## src/rtl/l2_arb_pkg.sv

```systemverilog
// Shared types and constants for the L2 port arbiter.
package l2_arb_pkg;

  // Arbiter FSM states: free, owned for a plain access, locked after a write-back.
  typedef enum logic [2:0] {
    IDLE   = 3'd0,
    OWN_I  = 3'd1,
    OWN_D  = 3'd2,
    LOCK_I = 3'd3,
    LOCK_D = 3'd4
  } arb_state_t;

  // Current owner of the L2 port (also exported as a debug output).
  typedef enum logic [1:0] {
    OWNER_NONE = 2'b00,
    OWNER_I    = 2'b01,
    OWNER_D    = 2'b10
  } owner_t;

  // Arbitration modes.
  localparam int ARB_RR      = 0;
  localparam int ARB_FIXED_D = 1;

  // Encoding of the last_grant register.
  localparam logic LG_I = 1'b0;
  localparam logic LG_D = 1'b1;

  // Default cache line geometry.
  localparam int BLOCKS_DEF = 4;
  typedef logic [BLOCKS_DEF*32-1:0] line_block_t;

endpackage

```

## src/rtl/l2_arb_pick.sv

```systemverilog
// Combinational winner selection used while the L2 port is free.
module l2_arb_pick
  import l2_arb_pkg::*;
(
  input  logic   i_req,
  input  logic   d_req,
  input  logic   last_grant,
  input  logic   mode,
  output owner_t winner
);

  // Sole requester wins; on a conflict either D (fixed mode) or the side not served last.
  always_comb begin
    winner = OWNER_NONE;
    if (i_req && d_req) begin
      if (mode) begin
        winner = OWNER_D;
      end else if (last_grant == LG_D) begin
        winner = OWNER_I;
      end else begin
        winner = OWNER_D;
      end
    end else if (i_req) begin
      winner = OWNER_I;
    end else if (d_req) begin
      winner = OWNER_D;
    end else begin
      winner = OWNER_NONE;
    end
  end

endmodule

```

## src/rtl/l2_port_arbiter.sv

```systemverilog
// Shares one L2 port between the I-cache and D-cache miss engines.
// The granted cache is forwarded with no added latency; a write-back keeps
// the port locked so the following refill cannot be interleaved.
module l2_port_arbiter
  import l2_arb_pkg::*;
#(
  parameter int BLOCKS      = 4,
  parameter int ARB_MODE    = 0,
  parameter int HOLD_CYCLES = 2
) (
  input  logic                clock,
  input  logic                reset,
  input  logic                i_mem_req,
  input  logic                i_mem_we,
  input  logic [31:0]         i_mem_addr,
  input  logic [BLOCKS*32-1:0] i_mem_write_block,
  output logic [BLOCKS*32-1:0] i_mem_read_block,
  output logic                i_mem_miss,
  input  logic                d_mem_req,
  input  logic                d_mem_we,
  input  logic [31:0]         d_mem_addr,
  input  logic [BLOCKS*32-1:0] d_mem_write_block,
  output logic [BLOCKS*32-1:0] d_mem_read_block,
  output logic                d_mem_miss,
  output logic                l2_req,
  output logic                l2_we,
  output logic [31:0]         l2_addr,
  output logic [BLOCKS*32-1:0] l2_write_block,
  input  logic [BLOCKS*32-1:0] l2_read_block,
  input  logic                l2_miss,
  output logic [1:0]          owner,
  output logic [31:0]         conflict_cnt
);

  localparam int HOLD_W = (HOLD_CYCLES < 2) ? 1 : $clog2(HOLD_CYCLES + 1);
  localparam logic [HOLD_W-1:0] HOLD_LIMIT = HOLD_W'(HOLD_CYCLES);
  localparam logic MODE_BIT = (ARB_MODE == ARB_FIXED_D) ? 1'b1 : 1'b0;

  arb_state_t        state_r, state_n;
  logic              last_grant_r, last_grant_n;
  logic [HOLD_W-1:0] hold_r, hold_n;
  logic [HOLD_W-1:0] hold_inc_s;
  logic [31:0]       conflict_r;

  owner_t winner_s;
  owner_t owner_s;
  logic   own_req_s;
  logic   own_we_s;
  logic   is_lock_s;
  logic   own_grant_s;
  arb_state_t own_state_s;
  arb_state_t lock_state_s;

  l2_arb_pick u_pick (
    .i_req      (i_mem_req),
    .d_req      (d_mem_req),
    .last_grant (last_grant_r),
    .mode       (MODE_BIT),
    .winner     (winner_s)
  );

  // Effective owner: the free-port winner acts in the same cycle; nothing is owned in reset.
  always_comb begin
    owner_s = OWNER_NONE;
    if (!reset) begin
      owner_s = OWNER_NONE;
    end else begin
      case (state_r)
        IDLE:          owner_s = winner_s;
        OWN_I, LOCK_I: owner_s = OWNER_I;
        OWN_D, LOCK_D: owner_s = OWNER_D;
        default:       owner_s = OWNER_NONE;
      endcase
    end
  end

  // Forward the owner's request to L2 and generate both stall signals.
  always_comb begin
    l2_req         = 1'b0;
    l2_we          = 1'b0;
    l2_addr        = 32'h0000_0000;
    l2_write_block = '0;
    i_mem_miss     = 1'b0;
    d_mem_miss     = 1'b0;
    own_req_s      = 1'b0;
    own_we_s       = 1'b0;
    case (owner_s)
      OWNER_I: begin
        l2_req         = i_mem_req;
        l2_we          = i_mem_we;
        l2_addr        = i_mem_addr;
        l2_write_block = i_mem_write_block;
        i_mem_miss     = l2_miss;
        d_mem_miss     = d_mem_req;
        own_req_s      = i_mem_req;
        own_we_s       = i_mem_we;
      end
      OWNER_D: begin
        l2_req         = d_mem_req;
        l2_we          = d_mem_we;
        l2_addr        = d_mem_addr;
        l2_write_block = d_mem_write_block;
        i_mem_miss     = i_mem_req;
        d_mem_miss     = l2_miss;
        own_req_s      = d_mem_req;
        own_we_s       = d_mem_we;
      end
      default: begin
        l2_req     = 1'b0;
        i_mem_miss = 1'b0;
        d_mem_miss = 1'b0;
      end
    endcase
  end

  assign i_mem_read_block = l2_read_block;
  assign d_mem_read_block = l2_read_block;
  assign owner            = owner_s;
  assign conflict_cnt     = conflict_r;
  assign hold_inc_s       = hold_r + {{(HOLD_W-1){1'b0}}, 1'b1};

  // Per-owner helper values used by the next-state logic.
  always_comb begin
    is_lock_s    = (state_r == LOCK_I) || (state_r == LOCK_D);
    own_grant_s  = (owner_s == OWNER_D) ? LG_D : LG_I;
    own_state_s  = (owner_s == OWNER_D) ? OWN_D : OWN_I;
    lock_state_s = (owner_s == OWNER_D) ? LOCK_D : LOCK_I;
  end

  // Next-state logic: completion, write-back lock, idle-owner hold timeout.
  always_comb begin
    state_n      = state_r;
    last_grant_n = last_grant_r;
    hold_n       = hold_r;
    if (owner_s == OWNER_NONE) begin
      state_n = IDLE;
      hold_n  = '0;
    end else if (!own_req_s) begin
      if (is_lock_s) begin
        if (hold_inc_s >= HOLD_LIMIT) begin
          state_n      = IDLE;
          last_grant_n = own_grant_s;
          hold_n       = '0;
        end else begin
          hold_n = hold_inc_s;
        end
      end else begin
        state_n = IDLE;
        hold_n  = '0;
      end
    end else if (!l2_miss) begin
      if (own_we_s) begin
        state_n = lock_state_s;
        hold_n  = '0;
      end else begin
        state_n      = IDLE;
        last_grant_n = own_grant_s;
        hold_n       = '0;
      end
    end else begin
      if (state_r == IDLE) begin
        state_n = own_state_s;
      end else begin
        state_n = state_r;
      end
      hold_n = '0;
    end
  end

  // FSM state, fairness pointer and hold counter registers.
  always_ff @(posedge clock or negedge reset) begin
    if (!reset) begin
      state_r      <= IDLE;
      last_grant_r <= LG_D;
      hold_r       <= '0;
    end else begin
      state_r      <= state_n;
      last_grant_r <= last_grant_n;
      hold_r       <= hold_n;
    end
  end

  // Saturating count of cycles where both caches request at once.
  always_ff @(posedge clock or negedge reset) begin
    if (!reset) begin
      conflict_r <= 32'h0000_0000;
    end else if (i_mem_req && d_mem_req && (conflict_r != 32'hFFFF_FFFF)) begin
      conflict_r <= conflict_r + 32'h0000_0001;
    end else begin
      conflict_r <= conflict_r;
    end
  end

endmodule

```

## config.mk

```make
export PLATFORM = sky130hd
export DESIGN_NAME = l2_port_arbiter
export DESIGN_NICKNAME = d
export VERILOG_FILES = /design/src/rtl/l2_arb_pkg.sv /design/src/rtl/l2_arb_pick.sv /design/src/rtl/l2_port_arbiter.sv
export SDC_FILE = /design/constraint.sdc
export NUM_CORES = 1
export LEC_CHECK = 0
export BUFFER_PORTS_ARGS = -buffer_cell sky130_fd_sc_hd__buf_2
export CAP_MARGIN = 20
export CORE_AREA = 3 3 356 358
export CTS_BUF_LIST = sky130_fd_sc_hd__clkbuf_2 sky130_fd_sc_hd__clkbuf_4 sky130_fd_sc_hd__clkbuf_8
export CTS_CLUSTER_DIAMETER = 60
export DETAILED_ROUTE_END_ITERATION = 7
export DIE_AREA = 0 0 359 361
export GPL_ROUTABILITY_DRIVEN = 0
export HOLD_SLACK_MARGIN = 0.08
export MAX_ROUTING_LAYER = met4
export PLACE_DENSITY_LB_ADDON = 0.25
export SLEW_MARGIN = 0
export SYNTH_ARGS = -nofsm -noshare
export SYNTH_HDL_FRONTEND = slang
export SYNTH_SLANG_ARGS = --single-unit
```

## constraint.sdc

```tcl
create_clock -name clock -period 4.5 [get_ports clock]
set_clock_uncertainty 0.2 [all_clocks]
set_input_delay 0.675 -clock clock [delete_from_list [all_inputs] [get_ports clock]]
set_output_delay 0.675 -clock clock [all_outputs]
set_load 0.1 [all_outputs]
```

==> metrics.cfg <==
[sta]
hold_violations = 0
fmax_ghz = 0.234
tightest_slew_ps = 673
slew_headroom_pct = 55.0
maxSlewViolCount = 0
setup_viol = 0
fin_crit_ps = 4270
period_share_pct = 94.9
rsz0062_at_grt = no
fin_tns_setup_ps = 0
fin_hold_ws_ps = 303

[critical_path]
cp_slowest_cell = dfstp_2
cp-end-kind = primary output
cp_top_family = buffers and inverters
path_buf_inv = 3
worstPathMaxFanout = 48
path_class = flop to primary output
cpPeakStageDelay_ps = 580
cp_data_required_time_ps = 3620
crit_path_cell_trace = nand2b_1 > a31oi_1 > nor3b_1 > ha_4 > buf_12 > buf_4 > a22oi_1 > nor2_1 > buf_2
crit_path_start_kind = flop
arrival_ps = 3390

[routing]
drc = 0
vias = 7446
ant_nets = 0
vias_per_cell = 2.71
dr.first_iter.drc_count = 498
drt_first_pass_iters = 5
wl_mm = 67.6
wl_per_cell_um = 24.6

[global_route]
grt_pass1_vias = 7322
grt_util_all_layers_pct = 10.1
grt_overflow = 0
antenna_found_initial = 45
grt_max_degree = 93
grt_pass1_wl_mm = 83.6

[cts]
clk_latency_ps = 310
path_clk_slew_ps = 90
cts_tree = yes
cts.path.max_buffers = 2
cts.sinks = 38
cts_hold_buf = 0
cts_buffers = 5
cts_resized = 0
root_buffer = clkbuf_8
post_cts_buffers = 0
htree_num_levels = 2

[yosys]
synth_seq_cells = 38
synth.top_cells.by_count = 264 x buf_4, 175 x nor2_1, 162 x a22oi_1, 38 x clkbuf_1, 37 x dfrtp_1
synth-edff-count = 0
synth_ff_type = dfrtp_1
synth_area_leader_cell = buf_4
synth_area_leaders = buf_4 32%, a22oi_1 20%, dfrtp_1 15%, nor2_1 11%, clkbuf_1 2.3%
synthDistinctLibCells = 54
synth_area_per_cell_um2 = 7.31
synthCells = 843
ys_async_sr_fraction_pct = 100
yosysTopAreaCellShare_pct = 32.2
yosysSeqAreaShare_pct = 15.5
syn-num-nets = 1303
synth_area_um2 = 6160
yosysWarnings = 0
synth_most_common_cell = buf_4

[power]
internal_power_mw = 1.10
clockPowerShare_pct = 8.2
p_seq_share_pct = 12.9
vdd_drop_max_v = 0.000124
comb_power_share_pct = 78.9
leakagePower_nw = 4.20
power.density_nw_per_um2 = 320
p_switching_mw = 2.12
switching_share_pct = 65.8

[run]
cap_violations = 0

[cells_and_area]
fin_nets = 1544
drive_gt1_share_pct = 53.2
fin_cells = 2748
synthToLayoutAreaGrowth_pct = 63.4
n_fill_cell = 14700

[min_path]
hold_path_class = flop to flop

[placement]
hpwl_mm = 62.0
numPortBuffers = 524
post-place-cells = 2714

[outcome]
status = completed

[die]
die_h_um = 361
row_count = 129
io_pins = 909
initial_core_util_pct = 4.98
die_area_um2 = 130000
core_um2 = 124000
die_width_um = 359

stage by stage:
step	worst slack, ps	total power [mW]	instance area [um^2]	utilization (%)
CTS	226	3.31	10000	8.09
floorplan	13.8	3.11	6160	-
global route	104	3.40	10100	8.14
global placement	340	3.03	9910	8.01
detailed placement	338	3.03	9910	8.01
finish	232	3.22	10100	8.14
placed cells by master, fill, tap and decap left out, types with 4 or more instances in the layout:
cell type and n:
nand3_1 13, buf_4 19, dfrtp_1 37, a21oi_1 5, inv_1 9, nand4_1 9, buf_2 459, and3_1 4
buf_12 71, xor2_1 13, nor4_1 6, a22oi_1 162, diode_2 26, ha_1 4, xnor2_1 11, nor3_1 8
nand2_1 9, nor2_1 175, clkbuf_8 5
worst register-to-register path, stage by stage (launching register included):
cell and delay [ps]:
dfrtp_1 550, nor2_1 180, a211oi_4 240, inv_1 130, ha_4 330, and3b_1 190
a31oi_2 420, mux2_2 390, o32a_1 170
sequential cells by signal, summed over array words and instances (netlist names):
signal / flops
conflict_cnt: 32
state_r: 3
last_grant_r: 1
hold_r: 2
final cells by class:
type / instances / area [um^2] / share of cell area (%)
sequential: 38 / 952 / 9.46
inverter: 9 / 33.8 / 0.336
multi-input combinational: 481 / 3010 / 29.9
antenna: 26 / 65.1 / 0.646
tap: 1637 / 2050 / 20.4
clock buffer: 8 / 91.3 / 0.908
timing repair buffer: 549 / 3860 / 38.4
power groups by stage:
stage,clock network [mW],registers (mW),logic (mW)
2_1_floorplan,0,0.574,2.53
3_3_place_gp,0,0.421,2.61
3_5_place_dp,0,0.419,2.61
4_1_cts,0.277,0.413,2.62
5_1_grt,0.300,0.420,2.68
6_report,0.265,0.414,2.54
path summary, 6_finish.rpt:
kind | from | endpoint | slack [ps] | cells past startpoint
min in group asynchronous | reset | hold_r[0] | 310 | 2
worst max register to register | state_r[2] | last_grant_r | 1630 | 8
max in group asynchronous | reset | conflict_cnt[25] | 3400 | 2
worst min register to register | conflict_cnt[5] | conflict_cnt[5] | 300 | 1
worst min-delay path | conflict_cnt[5] | conflict_cnt[5] | 300 | 1
worst max-delay path | last_grant_r | l2_write_block[52] | 230 | 9
per-layer routing:
layer  track usage [%]  part of all wire, %
met1              10.6                   37
met2              15.7                   45
met3              6.71                   16
met4              1.91                  2.3
met5                 -                    0
cell families after synthesis:
family,after synthesis,synth area share [%]
mux,5,0.914
compound gates,186,22.7
simple gates,260,20.4
fa+ha+maj,5,1.02
flops,38,15.5
other cells,1,0.0609
buf+inv,324,36.1
xor+xnor,24,3.41
Power figures use the tool's default switching activity.
